**src/rtl/ldmr_seq_ctrl.sv**
```systemverilog
// Purpose  : load-matrix-register sequencer; one command -> one DDR burst read, one-hot hub select, done pulse.
// Latency  : accept T -> rd_req/sel at T+1; final beat L -> DRAIN L+1 -> done L+2 -> cmd_rdy L+3; no-op/invalid: done T+1.
// Backpress: cmd_rdy only in IDLE; rd_req held until rd_ack; beats cannot be stalled, out-of-window beats flag err.
//
// Ports:
//   clk_i, rst_i                      clock, async active-high reset
//   ldmr__cmd_{vld,rdy,dst,addr,len}  load command from decode (dst 0..4 valid, len 0 = no-op)
//   ldmr_ddrintf__rd_{req,addr,len}   burst read request to DDR interface, held until rd_ack_i
//   ldmr_ddrintf__rdata_act_i         one returned data beat this cycle
//   ldmr_mrx__sel_o                   one-hot destination select to the matrix-register hub
//   ldmr__{busy,done,err}_o           status: not-idle, one-cycle completion, sticky error
module ldmr_seq_ctrl #(
    parameter int BEAT_CNT_WTH   = 8,
    parameter int DDRIF_ADDR_WTH = 32
) (
    input  logic                      clk_i,
    input  logic                      rst_i,
    input  logic                      ldmr__cmd_vld_i,
    output logic                      ldmr__cmd_rdy_o,
    input  logic [2:0]                ldmr__cmd_dst_i,
    input  logic [DDRIF_ADDR_WTH-1:0] ldmr__cmd_addr_i,
    input  logic [BEAT_CNT_WTH-1:0]   ldmr__cmd_len_i,
    output logic                      ldmr_ddrintf__rd_req_o,
    output logic [DDRIF_ADDR_WTH-1:0] ldmr_ddrintf__rd_addr_o,
    output logic [BEAT_CNT_WTH-1:0]   ldmr_ddrintf__rd_len_o,
    input  logic                      ldmr_ddrintf__rd_ack_i,
    input  logic                      ldmr_ddrintf__rdata_act_i,
    output logic [4:0]                ldmr_mrx__sel_o,
    output logic                      ldmr__busy_o,
    output logic                      ldmr__done_o,
    output logic                      ldmr__err_o
);

    typedef enum logic [2:0] {
        S_IDLE  = 3'd0,
        S_REQ   = 3'd1,
        S_RECV  = 3'd2,
        S_DRAIN = 3'd3,
        S_DONE  = 3'd4
    } state_t;

    state_t                      state_q, state_d;
    logic [2:0]                  dst_q;
    logic [DDRIF_ADDR_WTH-1:0]   addr_q;
    logic [BEAT_CNT_WTH-1:0]     len_q;
    logic [BEAT_CNT_WTH-1:0]     rem_q, rem_d;
    logic                        err_q, err_d;

    logic accept;
    logic beat;
    logic stray;
    logic last_beat;

    assign accept = (state_q == S_IDLE) && ldmr__cmd_vld_i;

    // A beat is only legitimate once the request is acknowledged; the ack
    // cycle itself may already carry data.
    assign beat = ldmr_ddrintf__rdata_act_i &&
                  ((state_q == S_RECV) || ((state_q == S_REQ) && ldmr_ddrintf__rd_ack_i));
    assign stray     = ldmr_ddrintf__rdata_act_i && !beat;
    assign last_beat = beat && (rem_q == BEAT_CNT_WTH'(1));

    always_comb begin
        state_d = state_q;
        rem_d   = rem_q;
        err_d   = err_q;
        case (state_q)
            S_IDLE: begin
                if (accept) begin
                    rem_d = ldmr__cmd_len_i;
                    err_d = 1'b0;
                    if (ldmr__cmd_dst_i > 3'd4) begin
                        err_d   = 1'b1;
                        state_d = S_DONE;
                    end else if (ldmr__cmd_len_i == '0) begin
                        state_d = S_DONE;
                    end else begin
                        state_d = S_REQ;
                    end
                end
            end
            S_REQ: begin
                if (ldmr_ddrintf__rd_ack_i) begin
                    state_d = last_beat ? S_DRAIN : S_RECV;
                end
            end
            S_RECV: begin
                if (last_beat) begin
                    state_d = S_DRAIN;
                end
            end
            // One cycle for the hub's registered write of the final beat.
            S_DRAIN: state_d = S_DONE;
            S_DONE:  state_d = S_IDLE;
            default: state_d = S_IDLE;
        endcase
        // rem never underflows: the last beat always moves the FSM out of
        // the counting states.
        if (beat) begin
            rem_d = rem_q - BEAT_CNT_WTH'(1);
        end
        // A stray beat wins over the clear-on-accept in the same cycle.
        if (stray) begin
            err_d = 1'b1;
        end
    end

    always_ff @(posedge clk_i or posedge rst_i) begin
        if (rst_i) begin
            state_q <= S_IDLE;
            dst_q   <= '0;
            addr_q  <= '0;
            len_q   <= '0;
            rem_q   <= '0;
            err_q   <= 1'b0;
        end else begin
            state_q <= state_d;
            rem_q   <= rem_d;
            err_q   <= err_d;
            if (accept) begin
                dst_q  <= ldmr__cmd_dst_i;
                addr_q <= ldmr__cmd_addr_i;
                len_q  <= ldmr__cmd_len_i;
            end
        end
    end

    // All outputs decode registered state only, so an async reset clears
    // them immediately and sel can only change on a state transition.
    always_comb begin
        ldmr_mrx__sel_o = '0;
        if ((state_q == S_REQ) || (state_q == S_RECV) || (state_q == S_DRAIN)) begin
            ldmr_mrx__sel_o = 5'b00001 << dst_q;
        end
    end

    assign ldmr__cmd_rdy_o         = (state_q == S_IDLE);
    assign ldmr__busy_o            = (state_q != S_IDLE);
    assign ldmr__done_o            = (state_q == S_DONE);
    assign ldmr__err_o             = err_q;
    assign ldmr_ddrintf__rd_req_o  = (state_q == S_REQ);
    assign ldmr_ddrintf__rd_addr_o = addr_q;
    assign ldmr_ddrintf__rd_len_o  = len_q;

endmodule

```
**config.mk**
```make
export PLATFORM = sky130hd
export DESIGN_NAME = ldmr_seq_ctrl
export DESIGN_NICKNAME = d
export VERILOG_FILES = /design/src/rtl/ldmr_seq_ctrl.sv
export SDC_FILE = /design/constraint.sdc
export NUM_CORES = 1
export LEC_CHECK = 0
export ABC_AREA = 1
export BUFFER_PORTS_ARGS = -buffer_cell sky130_fd_sc_hd__buf_4
export CORE_MARGIN = 1.5
export CORE_UTILIZATION = 52
export CTS_CLUSTER_SIZE = 40
export DETAILED_ROUTE_END_ITERATION = 8
export PLACE_DENSITY_LB_ADDON = 0.15
export SYNTH_ARGS = -nofsm -noshare
export SYNTH_HDL_FRONTEND = slang
export SYNTH_SLANG_ARGS = --single-unit
export TNS_END_PERCENT = 30
```
**constraint.sdc**
```tcl
create_clock -name clk_i -period 2.8 [get_ports clk_i]
set_input_delay 0.28 -clock clk_i [delete_from_list [all_inputs] [get_ports clk_i]]
set_output_delay 0.28 -clock clk_i [all_outputs]
set_load 0.05 [all_outputs]
```
=== After elaboration in Yosys (flattened, before gate mapping) ===
Index checks and enable logic that the tools add are counted.
Widths: inputs -> output; s select.

* Register bits after elaboration: 55
* Input port bits: 48
* Output and inout port bits: 50
* Word-level logic and storage cells: 51

* Add/subtract/negate cells: 1
* $lt $le $gt $ge: 1
* Eq/ne operators: 8
* Shifts and indexed selects: 1
* Multiplexer cells: 15
* Reductions and logical operators: 19

{| class="wikitable"
|+ Operators by type and width
! kind !! number
|-
| $mux 8 || 3
|-
| $mux 3 || 5
|-
| $pmux 3 s4 || 1
|-
| $eq 8x1->1 const B || 1
|-
| $logic_not 8->1 || 1
|-
| $reduce_bool 2->1 || 4
|-
| $sub 8x1->8 const B || 1
|-
| $eq 3x2->1 const B || 2
|-
| $logic_and 1x1->1 || 5
|-
| $mux 1 || 5
|-
| $mux 5 || 1
|-
| $shl 1x3->5 const A || 1
|-
| $ne 2x1->1 const B || 2
|-
| $reduce_and 2->1 || 2
|-
| $eq 3x1->1 const B || 1
|-
| $eq 3x3->1 const B || 1
|-
| $gt 3x3->1 const B || 1
|-
| $logic_not 3->1 || 1
|-
| $logic_or 1x1->1 || 3
|-
| $reduce_and 3->1 || 1
|-
| $reduce_bool 3->1 || 1
|-
| $ne 2x2->1 const B || 1
|-
| $logic_not 1->1 || 1
|}

=== Depth between registers and ports, before layout ===
* Depth after elaboration: 8
* Mapped depth: 10
* Gate-level depth less buffers: 10

=== Worst setup path before layout ===
No wires, ideal clock.

* Path type: register to output
* Start point: register state_q[1]
* End point: output port ldmr_mrx__sel_o[1]
* Arrival time: 2.117 ns
* Required time: 2.520 ns
* Path slack: 0.403 ns
* Stages on the path, launching flop included: 5
* Buffers on the path: 0
* Path through: dfrtp_1 -> inv_1 -> nand2_1 -> nand2_1 -> nor4_1

* Cells in the longest elaborated chain, start to end: 4
* Elaborated cells between the ends (all ways): 6
* Classes of those cells: 3 x eq/ne; 1 x mux; 2 x reduce/logical

{| class="wikitable"
|+ RTL lines
! element !! line !! text
|-
| start: declaration || 42 || <nowiki>state_t state_q, state_d;</nowiki>
|-
| start signal: assignment || 117 || <nowiki>state_q <= state_d;</nowiki>
|-
| $eq 3x1->1 or $eq 3x2->1 (tied branches) || 132 || <nowiki>if ((state_q == S_REQ) || (state_q == S_RECV) || (state_q == S_DRAIN)) begin</nowiki>
|-
| $logic_or 1x1->1 || 132 ||
|-
| $logic_or 1x1->1 * || 132 ||
|-
| $mux 5 * || 132 ||
|-
| end: declaration || 28 || <nowiki>output logic [4:0] ldmr_mrx__sel_o,</nowiki>
|}

Mark *: on every way between the ends. The rest lies on a longest branch, timed or not.

=== Final worst setup path ===
Ends and elaborated chain as after synthesis.

==> results.json <==
{
  "swShare_pct": 54.0,
  "dr_total_vias": 2286,
  "pwr-share-clk_pct": 9.7,
  "clock-sinks": 55,
  "switchingPower_mw": 2.61,
  "final_nets": 459,
  "syn_area_um2": 2570,
  "static-leakage-power_nw": 1.97,
  "cpMostUsedCell": "nand2_1",
  "final_antenna_net_count": 0,
  "clk_latency_ns": 0.31,
  "post_cts_resized": 0,
  "clock_path_buffers": 2,
  "grt_pass1_vias": 2119,
  "rsz0062_at_grt": "no",
  "wl_per_cell_um": 12.3,
  "skew_ns": 0.00779,
  "timing.final.crit_share_pct": 65.3,
  "antenna_found_initial": 0,
  "regToRegSetupSlack_ns": 1.06,
  "fin_setup_tns_ns": 0,
  "syn_area_per_cell_um2": 8.30,
  "worstMarginPinSlew_ns": 0.455,
  "grt_max_degree": 47,
  "dieArea_um2": 5380,
  "seqCellArea_um2": 1380,
  "syn_to_final_growth_pct": 33.9,
  "crit_chain": "inv_1 > nand2_1 > nand2_1 > nor4_1 > buf_4",
  "synth.yosys.seq_area_share_pct": 53.5,
  "relSlewSlack_pct": 69.6,
  "syn_nets": 360,
  "pwr-share-comb_pct": 61.2,
  "grt-ovfl-total": 0,
  "port_buffers": 97,
  "max_cap_viol_count": 0,
  "first_pass_iters": 4,
  "yosysWarnings": 0,
  "fp.dieH_um": 73.4,
  "synth_cell_types": 27,
  "setup_violations": 0,
  "fillers": 428,
  "layout-drive-gt1-share_pct": 31.7,
  "start_util_pct": 54.1,
  "cts.htree.levels": 2,
  "p_seq_share_pct": 29.1,
  "cp_top_family": "simple AND/OR/NAND/NOR gates",
  "multiInputGateArea_um2": 998,
  "startpoint_type": "flip-flop",
  "slowest_delay_ns": 0.41,
  "path_clk_slew_ns": 0.10,
  "cts_tree": "done",
  "min_period_ns": 1.83,
  "grt_pass1_wl_um": 9190,
  "maxSlewViolCount": 0,
  "finalHoldViolations": 0,
  "numCtsBuffers": 5,
  "place_congestion": 0.838,
  "fmax_mhz": 547,
  "async_flop_share_pct": 100,
  "power_density_nw_per_um2": 1400,
  "synth-edff-count": 0,
  "cts-root-buf": "clkbuf_8",
  "path_class": "reg -> out",
  "drc": 0,
  "irDropWorstVdd_mv": 1.02,
  "crit_buf_inv": 2,
  "dp_hpwl_um": 4360,
  "grt_use_total_pct": 22.0,
  "status": "finished clean",
  "p_int_mw": 2.23,
  "syn_inst": 310,
  "die_w_um": 73.4,
  "crit_slowest_cell": "dfrtp_1",
  "hp-class": "in -> reg",
  "boundaryPins": 98,
  "worst_ep_arrival_time_ns": 1.55,
  "drtIter0Drc": 118,
  "via_per_inst": 4.79,
  "required_ns": 2.52,
  "rows": 25,
  "wl_um": 5850,
  "core-area_um2": 4750,
  "critPathCaptureType": "primary output",
  "yosys_register_bits": 55,
  "power_mw": 4.84,
  "cp_max_fo": 5,
  "antenna_cells": 0,
  "synth_top_flop_cell": "dfrtp_1"
}
[power by group through the flow]
stage | Combinational (mW) | Sequential (mW) | Clock, mW
2_1_floorplan | 1.22 | 2.37 | 0
3_3_place_gp | 2.92 | 1.41 | 0
3_5_place_dp | 2.98 | 1.42 | 0
4_1_cts | 2.98 | 1.41 | 0.479
5_1_grt | 3.18 | 1.45 | 0.501
6_report | 2.96 | 1.41 | 0.470
[cell type report]
| cell class | instances | share of cell area, % |
|---|---|---|
| Sequential cell | 55 | 39.9 |
| Multi-Input combinational cell | 213 | 29.0 |
| Tap cell | 67 | 2.43 |
| Clock buffer | 6 | 2.40 |
| Inverter | 33 | 3.74 |
| Clock inverter | 2 | 0.472 |
| Timing Repair Buffer | 101 | 22.1 |
[cells in the final DEF, fill, tap and decap left out]
master,synthesis,routed
a21oi_1,2,2
and2b_1,1,1
buf_4,0,100
clkbuf_8,0,6
clkinv_4,0,1
clkinvlp_4,0,1
dfrtp_1,55,55
dlygate4sd3_1,0,1
ha_1,2,2
inv_1,29,28
inv_2,2,3
inv_4,2,2
nand2_1,147,147
nand2_2,3,3
nand2_4,3,3
nand3_1,8,8
nand4_1,2,2
nor2_1,10,10
nor2_2,1,1
nor2_4,1,1
nor2_8,1,1
nor3_1,4,4
nor3_2,1,1
nor4_1,3,3
o211ai_2,4,4
o21a_1,1,1
o21ai_0,9,9
o21ai_1,4,4
o21ai_2,3,3
xor2_1,3,3
[metal layers]
metal  share of wire, %  GRT usage [%]  up-vias
met5                  0              0        -
met4                1.7           7.41        0
met3                5.8           3.57        9
met2                 47           37.7       70
met1                 45           28.5     1059
li1                   -              -     1148
[final timing paths]
kind | from | endpoint | cells past startpoint
max in group asynchronous | rst_i | state_q[0]$_DFFE_PP0P_ | 4
min | ldmr__cmd_addr_i[8] | ldmr_ddrintf__rd_addr_o[8]$_DFFE_PP0P_ | 3
max reg2reg | state_q[2]$_DFFE_PP0P_ | rem_q[7]$_DFFE_PP0P_ | 7
max | state_q[1]$_DFFE_PP0P_ | ldmr_mrx__sel_o[1] | 5
min in group asynchronous | rst_i | ldmr_ddrintf__rd_addr_o[2]$_DFFE_PP0P_ | 3
min reg2reg | ldmr_ddrintf__rd_len_o[4]$_DFFE_PP0P_ | ldmr_ddrintf__rd_len_o[4]$_DFFE_PP0P_ | 2
[timing repair]
action	4_1_cts	5_1_grt
hold buffers	1	0
hold endpoints to repair	9	0
buffers inserted	0	0
[stage by stage]
| stage | cells | area [µm²] | hold WS [ns] | util, % | setup WS (ns) |
|---|---|---|---|---|---|
| after floorplan | 310 | 2570 | 0.397 | - | 0.403 |
| after global placement | 468 | 3340 | 0.217 | 70.2 | 1.13 |
| after detailed placement | 468 | 3340 | 0.216 | 70.2 | 1.05 |
| after CTS | 477 | 3450 | 0.151 | 72.5 | 0.982 |
| after global routing | 477 | 3450 | 0.165 | 72.5 | 0.884 |
| final | 477 | 3450 | 0.156 | 72.5 | 0.970 |
[cells by family after synthesis]
family | Yosys count | share of synthesized area [%]
buf+inv | 42 | 7.73
fa+ha+maj | 2 | 0.972
simple gates | 185 | 30.6
compound gates | 23 | 6.17
xor+xnor | 3 | 1.02
flops | 55 | 53.5
[registers in the layout (all words and copies together), names as in the netlist]
| register | flops |
|---|---|
| rem_q | 8 |
| dst_q | 3 |
| ldmr__err_o | 1 |
| state_q | 3 |
| ldmr_ddrintf__rd_len_o | 8 |
| ldmr_ddrintf__rd_addr_o | 32 |
[cells in the mapped netlist (3+ instances only)]
| master | instances | area, µm² |
|---|---|---|
| xor2_1 | 3 | 26.3 |
| nor4_1 | 3 | 18.8 |
| nor2_1 | 10 | 37.5 |
| o21ai_0 | 9 | 45.0 |
| nand3_1 | 8 | 40.0 |
| nand2_4 | 3 | 33.8 |
| buf_6 | 4 | 45.0 |
| o211ai_2 | 4 | 50.1 |
| dfrtp_1 | 55 | 1380 |
| buf_2 | 5 | 25.0 |
| nand2_2 | 3 | 18.8 |
| nor3_1 | 4 | 20.0 |
| nand2_1 | 147 | 552 |
| inv_1 | 29 | 109 |
| o21ai_2 | 3 | 26.3 |
| o21ai_1 | 4 | 20.0 |
[worst min-delay path, delay by kind of cell]
kind / cells / cell delay (ns)
buffers and inverters: 1 / 0.07
AND/OR/NAND/NOR: 2 / 0.09
Note: power is estimated with default switching activity, not from simulation.
